--- src/rtl/drp_pkg.sv ---
// Shared definitions for the DRP sample responder: register addresses, FSM
// states and the sample-channel to DRP-address mapping.
package drp_pkg;

    localparam logic [6:0] ADDR_AUX6  = 7'h16;
    localparam logic [6:0] ADDR_AUX7  = 7'h17;
    localparam logic [6:0] ADDR_AUX14 = 7'h1E;
    localparam logic [6:0] ADDR_AUX15 = 7'h1F;
    localparam logic [6:0] ADDR_CTRL  = 7'h40;
    localparam logic [6:0] ADDR_STAT  = 7'h41;

    // ctrl bit1 is a write-1 strobe and is never stored
    localparam logic [15:0] CTRL_STORE_MASK = 16'hFFFD;

    typedef enum logic [1:0] {
        ST_IDLE,
        ST_WAIT,
        ST_ACK
    } drp_state_t;

    function automatic logic [6:0] chan_to_addr(input logic [1:0] chan);
        case (chan)
            2'd0:    return ADDR_AUX14;
            2'd1:    return ADDR_AUX7;
            2'd2:    return ADDR_AUX15;
            default: return ADDR_AUX6;
        endcase
    endfunction

endpackage

--- src/rtl/drp_result_bank.sv ---
// Four sample result registers with read mux. Defining DRP_SAMPLE_AVG_EN turns
// each register into a 4-sample IIR average instead of a plain latch of s_data.
module drp_result_bank
    import drp_pkg::*;
(
    input  logic        clk,
    input  logic        rst,
    input  logic        en,
    input  logic        wr_en,
    input  logic [1:0]  wr_chan,
    input  logic [15:0] wr_data,
    input  logic [6:0]  rd_addr,
    output logic        rd_hit,
    output logic [15:0] rd_data
);

    logic [15:0] res [4];
    logic [15:0] next_val;

`ifdef DRP_SAMPLE_AVG_EN
    logic [3:0]         primed;
    logic signed [17:0] diff;
    logic signed [17:0] sum;

    always_comb begin
        diff     = $signed({2'b00, wr_data}) - $signed({2'b00, res[wr_chan]});
        sum      = $signed({2'b00, res[wr_chan]}) + (diff >>> 2);
        next_val = primed[wr_chan] ? sum[15:0] : wr_data;
    end

    // While sampling is disabled every channel forgets its history, so the
    // first sample after enable rises loads directly.
    always_ff @(posedge clk) begin
        if (rst || !en) begin
            primed <= '0;
        end else if (wr_en) begin
            primed[wr_chan] <= 1'b1;
        end
    end
`else
    logic unused_en;

    assign unused_en = en;
    assign next_val  = wr_data;
`endif

    // NOTE: the result array is only four words, so it is built from flops and
    // reset explicitly; reads straight after rst must return 0, not RAM garbage.
    always_ff @(posedge clk) begin
        if (rst) begin
            for (int i = 0; i < 4; i++) res[i] <= '0;
        end else if (wr_en) begin
            res[wr_chan] <= next_val;
        end
    end

    // NOTE: both outputs get a default before the search loop so no path
    // through this block can leave them unassigned and infer a latch.
    always_comb begin
        rd_hit  = 1'b0;
        rd_data = 16'h0000;
        for (int i = 0; i < 4; i++) begin
            if (rd_addr == chan_to_addr(2'(i))) begin
                rd_hit  = 1'b1;
                rd_data = res[i];
            end
        end
    end

endmodule

--- src/rtl/drp_sample_responder.sv ---
// DRP responder serving filtered samples at the XADC aux channel addresses,
// with fixed read latency, ctrl/status registers and eoc generation.
// Optional averaging in the result bank is enabled by DRP_SAMPLE_AVG_EN.
module drp_sample_responder
    import drp_pkg::*;
#(
    parameter int          READ_LAT   = 4,
    parameter logic [15:0] CTRL_RESET = 16'h0001
) (
    input  logic        clk,
    input  logic        rst,
    input  logic        den,
    input  logic        dwe,
    input  logic [6:0]  daddr,
    input  logic [15:0] di,
    output logic [15:0] do_out,
    output logic        drdy,
    output logic        eoc,
    output logic [6:0]  chan_out,
    input  logic        s_valid,
    output logic        s_ready,
    input  logic [1:0]  s_chan,
    input  logic [15:0] s_data
);

    localparam logic [3:0] LAT_LOAD = 4'(READ_LAT - 1);

    drp_state_t  state;
    logic [3:0]  lat_cnt;
    logic [6:0]  req_addr;
    logic        req_we;
    logic [15:0] req_di;
    logic [15:0] snap;

    logic [15:0] ctrl;
    logic        err;
    logic [7:0]  smp_cnt;

    logic        busy;
    logic        smp_fire;
    logic        ctrl_wr;
    logic        err_set;
    logic        err_clr;
    logic        bank_hit;
    logic [15:0] bank_data;
    logic [15:0] reg_rd;

    assign s_ready  = ctrl[0];
    assign smp_fire = s_valid && s_ready;
    assign busy     = (state != ST_IDLE);
    assign ctrl_wr  = (state == ST_ACK) && req_we && (req_addr == ADDR_CTRL);
    assign err_set  = den && busy;
    assign err_clr  = ctrl_wr && req_di[1];

    drp_result_bank u_bank (
        .clk     (clk),
        .rst     (rst),
        .en      (ctrl[0]),
        .wr_en   (smp_fire),
        .wr_chan (s_chan),
        .wr_data (s_data),
        .rd_addr (daddr),
        .rd_hit  (bank_hit),
        .rd_data (bank_data)
    );

    // Read value for the address presented this cycle; sampled only on den in IDLE
    always_comb begin
        reg_rd = 16'h0000;
        if (bank_hit) begin
            reg_rd = bank_data;
        end else if (daddr == ADDR_CTRL) begin
            reg_rd = ctrl & CTRL_STORE_MASK;
        end else if (daddr == ADDR_STAT) begin
            reg_rd = {smp_cnt, 6'b000000, busy, err};
        end
    end

    // NOTE: every register here is state, so all updates are non-blocking; each
    // right-hand side sees pre-edge values, which gives reads the old sample.
    always_ff @(posedge clk) begin
        if (rst) begin
            state    <= ST_IDLE;
            lat_cnt  <= '0;
            req_addr <= '0;
            req_we   <= 1'b0;
            req_di   <= '0;
            snap     <= '0;
            ctrl     <= CTRL_RESET & CTRL_STORE_MASK;
            err      <= 1'b0;
            smp_cnt  <= '0;
            do_out   <= '0;
            drdy     <= 1'b0;
            eoc      <= 1'b0;
            chan_out <= '0;
        end else begin
            drdy   <= 1'b0;
            do_out <= '0;
            eoc    <= smp_fire;
            err    <= err_set | (err & ~err_clr);

            if (smp_fire) begin
                chan_out <= chan_to_addr(s_chan);
                smp_cnt  <= smp_cnt + 8'd1;
            end

            if (ctrl_wr) begin
                ctrl <= req_di & CTRL_STORE_MASK;
            end

            case (state)
                ST_IDLE: begin
                    if (den) begin
                        req_addr <= daddr;
                        req_we   <= dwe;
                        req_di   <= di;
                        snap     <= dwe ? 16'h0000 : reg_rd;
                        if (READ_LAT == 1) begin
                            state  <= ST_ACK;
                            drdy   <= 1'b1;
                            do_out <= dwe ? 16'h0000 : reg_rd;
                        end else begin
                            lat_cnt <= LAT_LOAD;
                            state   <= ST_WAIT;
                        end
                    end
                end
                ST_WAIT: begin
                    lat_cnt <= lat_cnt - 4'd1;
                    if (lat_cnt == 4'd1) begin
                        state  <= ST_ACK;
                        drdy   <= 1'b1;
                        do_out <= snap;
                    end
                end
                default: begin
                    state <= ST_IDLE;
                end
            endcase
        end
    end

endmodule

--- config.mk ---
export PLATFORM = sky130hd
export DESIGN_NAME = drp_sample_responder
export DESIGN_NICKNAME = d
export VERILOG_FILES = /design/src/rtl/drp_pkg.sv /design/src/rtl/drp_result_bank.sv /design/src/rtl/drp_sample_responder.sv
export SDC_FILE = /design/constraint.sdc
export NUM_CORES = 1
export LEC_CHECK = 0
export CORE_MARGIN = 2
export CORE_UTILIZATION = 58
export CTS_BUF_LIST = sky130_fd_sc_hd__clkbuf_16
export DETAILED_ROUTE_END_ITERATION = 16
export MAX_ROUTING_LAYER = met4
export PLACE_DENSITY_LB_ADDON = 0.3
export RECOVER_POWER = 25
export SYNTH_ARGS = -nofsm -noshare
export SYNTH_HDL_FRONTEND = slang
export SYNTH_SLANG_ARGS = --single-unit
export TNS_END_PERCENT = 10
--- constraint.sdc ---
create_clock -name clk -period 5.2 [get_ports clk]
set_input_delay 1.04 -clock clk [delete_from_list [all_inputs] [get_ports clk]]
set_output_delay 1.04 -clock clk [all_outputs]
set_load 0.01 [all_outputs]
==> impl_metrics.py, run 1 <==
metrics = {
    "setup_path": {
        "critPathKind": "input port to register",
        "critPathLaunchType": "input port",
        "crit_arrival_ns": 4.23,
        "cp_data_required_time_ns": 5.31,
        "cp_max_fo": 63,
        "end_kind": "register",
    },
    "logic_synthesis": {
        "synthTopCellsByArea": "edfxtp_1, dfxtp_1, and2_1",
        "synth_top_area_cell": "edfxtp_1",
        "synth_compound_area_share_pct": 9.057,
        "synth-edff-count": 64,
        "synth_flop_cell": "dfxtp_1",
        "synth-seq-area-share_pct": 59.17,
        "synthAdderAreaFrac_pct": 0.9887,
        "yosys_warnings": 0,
        "synth_xor_area_share_pct": 0.9690,
        "synth-simple-area-share_pct": 19.70,
        "yosysTopAreaCellShare_pct": 30.37,
        "ys_ff_latch": 155,
        "syn_inst": 582,
        "synthArstFlopShare_pct": 0,
        "syn_avg_cell_area_um2": 10.87,
        "syn_area_mm2": 0.006327,
        "synth_top_family_by_area": "simple AND/OR/NAND/NOR gates",
        "synth_cell_types": 48,
        "synth_mux_area_share_pct": 6.743,
    },
    "timing": {
        "slew_violations": 64,
        "fin_crit_ns": 4.120,
        "fmax_mhz": 242.7,
        "rsz0062_at_grt": "false",
        "fin_skew_ns": 0.004552,
        "timing.final.crit_share_pct": 79.23,
        "slew_headroom_pct": -76.28,
        "finalSetupViolations": 0,
        "tightest_slew_ns": 2.644,
        "final_hold_viol_count": 0,
        "fin_tns_setup_ns": 0,
    },
    "global_route": {
        "grt_pass1_vias": 4256,
        "grt_pass1_wl_um": 21800,
        "overflow": 0,
        "grt_max_degree": 64,
        "grt_util_all_layers_pct": 25.42,
        "antenna_found_initial": 0,
    },
    "die": {
        "dieHeight_um": 108.4,
        "core_area_mm2": 0.01075,
        "ios": 72,
        "start_util_pct": 58.88,
        "die_x_um": 108.4,
        "die-area_mm2": 0.01176,
        "rows": 38,
    },
    "outcome": {
        "violations": "max-capacitance violations, max-slew violations",
        "status": "finished with violations",
    },
    "route": {
        "via_per_inst": 5.599,
        "via_count": 4446,
        "drt_wl_total_um": 13690,
        "antenna_left": 0,
        "drt_first_iter_violations": 433,
        "wl_per_cell_um": 17.25,
        "drc": 0,
        "first_pass_iters": 6,
    },
    "placed_design": {
        "dp_hpwl_um": 9185,
        "numPortBuffers": 69,
        "gp_congestion": 0.8862,
    },
    "cts": {
        "cts-buffers-inserted": 17,
        "clock_latency_ns": 0.42,
        "cts.sink_count": 155,
        "postCtsSetupBuffers": 0,
        "cts_tree": "yes",
        "cts_root_buffer": "clkbuf_16",
        "htree_levels": 4,
        "cts.path.max_buffers": 2,
        "cts_resized": 0,
        "path_clk_slew_ns": 0.06,
        "cts-hold-fix-buffers": 0,
    },
    "final_layout": {
        "nets": 692,
        "mostFrequentLayoutCells": "dfxtp_1, nand2_1, clkdlybuf4s50_1, edfxtp_1, and2_1",
        "diodes": 0,
        "fillCellCount": 793,
        "drive_gt1_share_pct": 10.09,
        "post-route-util_pct": 71.38,
        "layout_commonest_cell": "dfxtp_1",
        "syn_to_final_growth_pct": 21.22,
    },
    "pwr": {
        "p_leak_nw": 2.950,
        "peakVddDrop_v": 0.0002069,
        "power_density_mw_per_mm2": 365.5,
    },
    "flow_run": {
        "drv_cap": 1,
    },
    "min_path": {
        "min_path_type": "register to register",
    },
}
[state kept, by name, indices dropped and copies added (netlist names), 2 cells and up]
signal	flops
chan_out	3
ctrl	15
do_out	16
lat_cnt	4
req_addr	7
req_di	16
smp_cnt	8
snap	16
state	2
u_bank.res	64
[power by group]
group          leakage [nW]  switching [mW]  internal [mW]
registers              1.40          0.0223           1.32
clock network         0.290           0.470          0.793
logic                  1.26           0.112         0.0871
total                  2.95           0.605           2.20
[critical path, stage by stage]
cell,delay (ns)
buf_2,0.20
clkbuf_1,1.90
nor4_1,0.08
clkbuf_1,0.40
or2_2,0.56
[metal layers]
layer,track usage (%),vias to the layer above,share of wire (%)
met5,-,-,0
met4,7.967,0,1.5
met3,6.691,16,7.3
met2,39.24,155,48
met1,32.97,2128,44
li1,-,2147,-
[metrics by stage]
step / setup WS (ns) / power [mW] / area (um2) / std cells / hold slack [ns]
6_report: 1.080 / 2.803 / 7670 / 794 / 0.4506
4_1_cts: 1.855 / 2.817 / 7677 / 794 / 0.4530
2_1_floorplan: 2.759 / 1.478 / 6331 / 583 / 0.4166
3_5_place_dp: 1.427 / 1.564 / 7069 / 762 / 0.4395
5_1_grt: 0.7799 / 2.893 / 7670 / 794 / 0.4722
3_3_place_gp: 1.554 / 1.556 / 7069 / 762 / 0.4326
[logic make-up (layout without fill, tap and decap cells)]
family	count (synthesis)	count (layout)
simple gates	241	241
flops	155	155
compound gates	88	88
buf+inv	45	116
mux	40	40
xor+xnor	7	7
fa+ha+maj	5	5
other cells	1	2
[layout make-up]
cell class / count / area (um2) / share of cell area (%)
repair buffers: 76 / 730.7 / 9.527
well taps: 140 / 175.2 / 2.284
inverters: 8 / 30.03 / 0.3915
clock inverters: 15 / 182.7 / 2.382
clock buffers: 17 / 425.4 / 5.546
flip-flops and latches: 155 / 3744 / 48.81
multi-input cells: 383 / 2382 / 31.06
[cell usage after synthesis, types with 5 or more instances]
master     n
dfxtp_1   91
and2_1    83
nand2_1   78
edfxtp_1  64
a21oi_1   37
nor2_1    34
clkbuf_1  24
mux2_2    21
mux2i_1   19
o21ai_0   11
a222oi_1   8
a22o_1     8
inv_1      8
nor3_1     8
xor2_1     6
a22oi_1    5
a31oi_1    5
and3_1     5
buf_1      5
ha_1       5
[path summary, 6_finish.rpt]
path,to,depth (start not counted),from,slack (ns)
worst max register to register,err,4,req_addr[0],2.81
worst max-delay path,u_bank.res[1][7],5,rst,1.08
worst min register to register,snap[2],2,snap[2],0.45
worst min-delay path,snap[2],2,snap[2],0.45
No activity file was read; power rests on OpenSTA's default activity.
==> run 2, diff against run 1 <==
- CORE_UTILIZATION: 58 -> 56
- clock period: 5.2 -> 3.8 ns (I/O delays scaled with it)
==> impl_metrics.py, run 2 (synthesized netlist as in run 1, its figures left out) <==
metrics = {
    "setup_path": {
        "end_kind": "register",
        "cpMaxStageDelayCell": "dlygate4sd3_1",
        "reg2reg_setup_slack_ns": 1.43,
        "cp_num_buf_inv": 3,
        "r2r_start": "ctrl[0]",
        "rr_endpoint": "u_bank.res[1][7]",
        "cp_data_required_time_ns": 3.87,
        "critPathLaunchType": "input port",
        "crit_chain": "dlygate4sd3_1, inv_1, nor4_1, clkbuf_1, or2_2",
        "cp_max_fo": 17,
        "path_delay_family": "buffers and inverters",
        "r2r_cells": 4,
        "crit_arrival_ns": 2.86,
        "critPathKind": "input port to register",
        "critPathMaxStageDelay_ns": 0.62,
    },
    "pwr": {
        "peakVddDrop_v": 0.0003946,
        "total_power_mw": 3.785,
        "power_density_mw_per_mm2": 492.6,
        "p_leak_nw": 2.984,
    },
    "cts": {
        "cts-hold-fix-buffers": 0,
        "cts_resized": 0,
        "cts_root_buffer": "clkbuf_16",
        "cts.sink_count": 155,
        "path_clk_slew_ns": 0.06,
        "postCtsSetupBuffers": 0,
        "cts.path.max_buffers": 2,
        "htree_levels": 4,
        "cts-buffers-inserted": 17,
        "clock_latency_ns": 0.43,
        "cts_tree": "yes",
    },
    "die": {
        "die_x_um": 110.3,
        "ios": 72,
        "die-area_mm2": 0.01217,
        "core_area_mm2": 0.01094,
        "dieHeight_um": 110.3,
        "rows": 38,
        "start_util_pct": 57.86,
    },
    "final_layout": {
        "mostFrequentLayoutCells": "dfxtp_1, nand2_1, clkdlybuf4s50_1, edfxtp_1, and2_1",
        "diodes": 0,
        "fin_area_mm2": 0.007685,
        "syn_to_final_growth_pct": 21.46,
        "largest_reg_flops": 64,
        "layout_commonest_cell": "dfxtp_1",
        "nets": 698,
        "register_area_mm2": 0.003744,
        "regMostFlops": "u_bank.res",
        "drive_gt1_share_pct": 10.61,
        "multiInputGateArea_mm2": 0.002382,
        "fillCellCount": 834,
    },
    "timing": {
        "final_hold_viol_count": 0,
        "slew_headroom_pct": 32.03,
        "layout_setup_ws_ns": 1.015,
        "fin_skew_ns": 0.009364,
        "holdWs_ns": 0.4483,
        "fmax_mhz": 359.1,
        "fin_crit_ns": 2.785,
        "slew_violations": 0,
        "rsz0062_at_grt": "false",
        "timing.final.crit_share_pct": 73.29,
        "tightest_slew_ns": 1.020,
        "fin_tns_setup_ns": 0,
        "finalSetupViolations": 0,
    },
    "route": {
        "wl_per_cell_um": 17.81,
        "drt_first_iter_violations": 479,
        "first_pass_iters": 6,
        "via_per_inst": 5.666,
        "via_count": 4533,
        "antenna_left": 0,
        "drt_wl_total_um": 14250,
        "drc": 0,
    },
    "min_path": {
        "min_path_type": "register to register",
        "hold-path-endpoint": "req_addr[2]",
        "hold_depth": 2,
        "worstHoldStart": "req_addr[2]",
    },
    "outcome": {
        "status": "complete, no violations",
    },
    "placed_design": {
        "dp_hpwl_um": 9444,
        "dpl_cell_area_mm2": 0.007114,
        "numPortBuffers": 69,
        "place_ws_ns": 0.7460,
        "gp_congestion": 0.8757,
    },
    "global_route": {
        "grt_util_all_layers_pct": 26.14,
        "grt_max_degree": 53,
        "grt_pass1_wl_um": 22470,
        "grt_pass1_vias": 4502,
        "antenna_found_initial": 0,
        "overflow": 0,
    },
    "flow_run": {
        "drv_cap": 0,
    },
}
run 2: metal layers:
| layer | share of wire (%) | vias up | global-route usage (%) | wire (um) |
|---|---|---|---|---|
| met5 | 0 | - | - | 0 |
| met4 | 2.8 | 0 | 11.43 | 404 |
| met2 | 48 | 189 | 39.92 | 6816 |
| li1 | - | 2157 | - | - |
| met3 | 7.4 | 33 | 7.995 | 1056 |
| met1 | 42 | 2154 | 32.28 | 5970 |
run 2: final cells by class:
class | count | share of cell area, %
Clock buffer | 18 | 5.861
Clock inverter | 14 | 1.775
Inverter | 8 | 0.3908
Multi-Input combinational cell | 383 | 31.00
Sequential cell | 155 | 48.71
Tap cell | 140 | 2.279
Timing Repair Buffer | 82 | 9.980
run 2: tightest hold or removal path, delay by kind of cell (launching register included):
| kind | cells | cell delay, ns |
|---|---|---|
| AO/OA/AOI/OAI | 1 | 0.05 |
| AND/OR/NAND/NOR | 1 | 0.05 |
| flip-flops | 1 | 0.30 |
run 2: worst max-delay path by stage:
stage                             endpoint  depth (start not counted)       from
after global placement            snap[11]                          7   daddr[0]
after global routing      u_bank.res[2][7]                          5  s_chan[1]
after floorplan           u_bank.res[0][0]                          3        rst
after CTS                          snap[0]                          7   daddr[0]
after detailed placement           snap[9]                          7   daddr[0]
final                     u_bank.res[2][6]                          5  s_chan[1]
run 2: metrics by stage:
stage          std cells  util (%)
5_1_grt              800     70.27
6_report             800     70.27
3_5_place_dp         768     65.06
3_3_place_gp         768     65.06
2_1_floorplan        583         -
4_1_cts              800     70.42
run 2: where the power goes:
group | total, mW | internal, mW | switching (mW)
Combinational | 0.279 | 0.121 | 0.158
Clock | 1.67 | 1.05 | 0.620
Sequential | 1.84 | 1.80 | 0.0330
